===== config.mk =====
export PLATFORM = sky130hd
export DESIGN_NAME = hf_tans_recoder
export DESIGN_NICKNAME = d
export VERILOG_FILES = /design/src/rtl/hf_tans_recoder.sv
export SDC_FILE = /design/constraint.sdc
export NUM_CORES = 1
export LEC_CHECK = 0
export ABC_AREA = 1
export BUFFER_PORTS_ARGS = -buffer_cell sky130_fd_sc_hd__buf_2
export CORE_MARGIN = 2
export CORE_UTILIZATION = 59
export CTS_BUF_LIST = sky130_fd_sc_hd__clkbuf_2 sky130_fd_sc_hd__clkbuf_4 sky130_fd_sc_hd__clkbuf_8
export DETAILED_ROUTE_END_ITERATION = 10
export GPL_ROUTABILITY_DRIVEN = 0
export GPL_TIMING_DRIVEN = 0
export PLACE_DENSITY = 0.77
export SLEW_MARGIN = 40
export SYNTH_ARGS = -nofsm -noshare
export SYNTH_HDL_FRONTEND = slang
export SYNTH_SLANG_ARGS = --single-unit

===== constraint.sdc =====
create_clock -name PHI -period 2.5 [get_ports PHI]
set_input_delay 0.25 -clock PHI [delete_from_list [all_inputs] [get_ports PHI]]
set_output_delay 0.25 -clock PHI [all_outputs]
set_load 0.01 [all_outputs]

===== src/rtl/hf_tans_recoder.sv =====
// Bit-serial Huffman (A=0, B=10, C=11, LSB first) to tANS (L=8, fA=4, fB=2, fC=2) transcoder.
// One Huffman bit is consumed per clock. Each decoded symbol is encoded at the following edge.
module hf_tans_recoder #(
    parameter int STREAM_BITS = 11
) (
    input  logic       PHI,
    input  logic       RST,
    input  logic       I_F,
    input  logic       i_stream,
    output logic [1:0] BTR,
    output logic [2:0] o_stream,
    output logic [3:0] final_state
);

    typedef enum logic [1:0] {SYM_A, SYM_B, SYM_C} sym_t;
    typedef enum logic [1:0] {ROOT, ONE, DONE} dec_t;
    typedef struct packed {
        logic vld;
        sym_t sym;
    } pend_t;

    localparam logic [7:0] LAST = 8'(STREAM_BITS);

    dec_t       dec, dec_cur, dec_nxt;
    logic [7:0] cnt, cnt_base, cnt_nxt;
    pend_t      pend, pend_nxt;
    logic [3:0] x;

    // I_F restarts decoding in the same cycle, so its bit is decoded from ROOT as bit 0.
    always_comb begin
        dec_cur  = I_F ? ROOT : dec;
        cnt_base = I_F ? 8'd0 : cnt;
        dec_nxt  = dec_cur;
        cnt_nxt  = cnt_base;
        pend_nxt = '{vld: 1'b0, sym: SYM_A};
        if (dec_cur != DONE) begin
            cnt_nxt = cnt_base + 8'd1;
            if (dec_cur == ROOT) begin
                if (i_stream) begin
                    dec_nxt = ONE;
                end else begin
                    dec_nxt  = ROOT;
                    pend_nxt = '{vld: 1'b1, sym: SYM_A};
                end
            end else begin
                dec_nxt  = ROOT;
                pend_nxt = '{vld: 1'b1, sym: (i_stream ? SYM_C : SYM_B)};
            end
            // A prefix still open at the window end is dropped with the move to DONE.
            if (cnt_nxt == LAST) dec_nxt = DONE;
        end
    end

    logic [1:0] enc_nb;
    logic [2:0] enc_bits;
    logic [3:0] enc_xp, enc_base, enc_f, enc_next;

    // x' = X >> nb, next = 8 + base + (x' - f)
    always_comb begin
        case (pend.sym)
            SYM_B: begin
                enc_nb   = 2'd2;
                enc_bits = {1'b0, x[1:0]};
                enc_xp   = {2'b00, x[3:2]};
                enc_base = 4'd4;
                enc_f    = 4'd2;
            end
            SYM_C: begin
                enc_nb   = 2'd2;
                enc_bits = {1'b0, x[1:0]};
                enc_xp   = {2'b00, x[3:2]};
                enc_base = 4'd6;
                enc_f    = 4'd2;
            end
            default: begin
                enc_nb   = 2'd1;
                enc_bits = {2'b00, x[0]};
                enc_xp   = {1'b0, x[3:1]};
                enc_base = 4'd0;
                enc_f    = 4'd4;
            end
        endcase
        enc_next = 4'd8 + enc_base + enc_xp - enc_f;
    end

    always_ff @(posedge PHI or negedge RST) begin
        if (!RST) begin
            dec      <= ROOT;
            cnt      <= 8'd0;
            pend     <= '{vld: 1'b0, sym: SYM_A};
            x        <= 4'd8;
            BTR      <= 2'd0;
            o_stream <= 3'd0;
        end else begin
            dec  <= dec_nxt;
            cnt  <= cnt_nxt;
            pend <= pend_nxt;
            if (I_F) begin
                x        <= 4'd8;
                BTR      <= 2'd0;
                o_stream <= 3'd0;
            end else if (pend.vld) begin
                x        <= enc_next;
                BTR      <= enc_nb;
                o_stream <= enc_bits;
            end else begin
                BTR      <= 2'd0;
                o_stream <= 3'd0;
            end
        end
    end

    assign final_state = x;

endmodule


==> qor.tcl <==
set qor(wire_per_inst_um) 11.3
set qor(post_route_cells_drive_above_1_share_pct) 22.1
set qor(max_freq_mhz) 438
set qor(global_route.overflow_total) 0
set qor(yosysWarnings) 0
set qor(worst_hold_path_type) {in -> reg}
set qor(timing.critical_path.cells) {ha_1 -> clkbuf_1 -> a21oi_1 -> ha_1 -> inv_1 -> fa_1 -> xor2_1 -> o22ai_1 -> inv_1}
set qor(die_height_um) 47.8
set qor(number_of_synthesized_flops_with_an_enable_pin) 0
set qor(fin_crit_sh_pct) 91.4
set qor(routed-via-count) 854
set qor(hpwlAfterDp_mm) 1.53
set qor(std_cell_core_area_um2) 1760
set qor(syn-instance-count) 133
set qor(postCtsResizedCells) 0
set qor(placed_cell_area_um2) 1220
set qor(wirelength_mm) 1.96
set qor(fp.dieW_um) 47.8
set qor(postLayoutCellArea_um2) 1260
set qor(drt-pass1-iter-count) 4
set qor(ys_async_rst_share_pct) 100
set qor(hp-start) {i_stream}
set qor(yosys_register_bits) 21
set qor(finalCoreUtilization_pct) 71.3
set qor(clock_tree.htree_level_count) 1
set qor(final_nets) 159
set qor(timing.critical_path.required_ns) 2.74
set qor(critical_path.endpoint_type) {flop}
set qor(synthesis.area_um2) 1130
set qor(portBuffers) 11
set qor(post_drt_via_cell_ratio) 4.91
set qor(initial_utilization_pct) 64.2
set qor(run_status) {complete, no violations}
set qor(cts_buffer_depth) 2
set qor(finalClockSkew_ns) 0.00486
set qor(finalPower_uw) 746
set qor(drt_drc_violations_left) 0
set qor(pins_over_their_slew_limit) 0
set qor(largest_net_degree_at_the_start_of_global_routing) 22
set qor(timing.critical_path.max_delay_family) {adder cells}
set qor(final_antenna_net_count) 0
set qor(ir_worst_vdd_v) 0.000446
set qor(cpPeakStageDelay_ns) 0.38
set qor(synthesis.nets) 142
set qor(cts-root-buf) {clkbuf_4}
set qor(period_needed_ns) 2.28
set qor(synth_cell_type_count) 30
set qor(cts.reportedPaths.clkPinSlew_ns) 0.10
set qor(critical_path_peak_fanout) 10
set qor(tritoncts) {yes}
set qor(antenna_violations_before_repair) 0
set qor(final_hold_viol_count) 0
set qor(total_leakage_power_nw) 0.692
set qor(startpoint) {pend[1]}
set qor(setup_total_negative_slack_ns) 0
set qor(crit-reg2reg-launch) {pend[1]}
set qor(grt_first_pass_wirelength_mm) 3.37
set qor(ys_seq_area_share_pct) 46.5
set qor(setup-violations-final) 0
set qor(max_cap_violations) 0
set qor(hold_ws_ns) 0.115
set qor(grt_pass1_vias) 784
set qor(placement_rows) 15
set qor(arrival_ns) 2.52
set qor(globalRouteTotalUtil_pct) 22.3
set qor(rsz0062_at_grt) {false}
set qor(floorplan.die_area_um2) 2290
set qor(slowest_stage) {dfrtp_1}
set qor(worstSetupPathType) {reg -> reg}
set qor(clock_sinks) 21
set qor(worstSkewPairLatency_ns) 0.30
set qor(syn2layout_area_growth_pct) 11.2
set qor(post_synth.cell_area_avg_um2) 8.51
set qor(dr.first_iter.drc_count) 8
set qor(dominantRegCellSynth) {dfrtp_1}
set qor(crit_buf_inv) 3
set qor(antenna_cells_inserted) 0
set qor(tritoncts.num_buffers) 3
set qor(startpoint_type) {flop}
set qor(io_pins) 13
set qor(power_per_cell_area_nw_per_um2) 593
## power by group
group / leakage, nW / internal, mW / switching, mW / total (mW)
combinational: 0.397 / 0.0752 / 0.104 / 0.179
clock: 0.0184 / 0.0731 / 0.0935 / 0.167
sequential: 0.276 / 0.375 / 0.0252 / 0.401
total: 0.692 / 0.524 / 0.222 / 0.746
## cell families (layout without fill, tap and decap cells)
kind of cell,count (synthesis),in the layout,share of synthesized area [%]
AO/OA/AOI/OAI,16,16,7.73
buffers and inverters,23,39,8.73
flip-flops,21,21,46.5
XOR/XNOR,2,2,1.55
adder cells (fa/ha/maj),5,5,6.19
other,1,1,0.331
AND/OR/NAND/NOR,65,65,28.9
## layout make-up
type,instances,area (um^2)
plain buffers,4,27.5
clock buffers,4,30.0
fillers,171,505
inverters,19,71.3
multi-input cells,89,507
flip-flops and latches,21,527
well taps,25,31.3
repair buffers,12,65.1
## repair_timing
action	CTS	global route
setup endpoints to repair	0	0
hold endpoints to repair	20	0
hold buffers	1	0
setup buffers	0	0
## flip-flops by register name, summed over array words and instances, names as in the netlist
| register | cells |
|---|---|
| dec | 2 |
| final_state | 4 |
| o_stream | 2 |
| BTR | 2 |
| cnt | 8 |
| pend | 3 |
## worst reg2reg max path: cells and delay by family (launching register included)
family / cells / cell delay (ns)
compound gates: 2 / 0.28
xor+xnor: 1 / 0.15
fa+ha+maj: 3 / 0.96
buf+inv: 3 / 0.47
flops: 1 / 0.38
## worst paths after layout
| kind | slack (ns) | end | cells past startpoint |
|---|---|---|---|
| max in group asynchronous | 1.73 | final_state[3] | 2 |
| hold reg to reg | 0.52 | BTR[0] | 2 |
| setup / recovery | 0.22 | final_state[3] | 9 |
| hold / removal | 0.12 | pend[0] | 2 |
| setup reg to reg | 0.22 | final_state[3] | 9 |
| min in group asynchronous | 0.42 | cnt[0] | 2 |
## metal layers
metal	global-route usage [%]	up-vias	part of all wire (%)
met2	37.1	13	50
met1	28.0	391	46
li1	-	448	-
met3	6.79	2	3.4
met4	7.03	0	0.61
met5	0	-	0
## synthesized netlist by cell type (all sizes together) (3+ instances only)
library cell   n  share of area, %
nand3          9               4.9
inv           19               6.3
dfrtp         20                44
buf            3               2.1
ha             4               4.4
nor2          18               8.5
nand2         33                13
o21ai          8               3.5
o22ai          4               2.2
## metrics by stage
stage | std cells | setup WS [ns]
finish | 174 | 0.215
global route | 174 | 0.0441
CTS | 174 | 0.228
detailed placement | 169 | 0.250
global placement | 169 | 0.329
floorplan | 133 | 0.456
## cell usage in the layout (no fill, tap or decap), drive strengths merged
cell	count
a21oi	2
a31oi	2
and2	1
buf	14
clkbuf	5
conb	1
dfrtp	20
dfstp	1
dlygate4sd3	1
fa	1
ha	4
inv	19
nand2	33
nand3	9
nand3b	2
nor2	18
nor3	1
o21ai	8
o22ai	4
or2	1
xor2	2
Power figures use the tool's default switching activity.
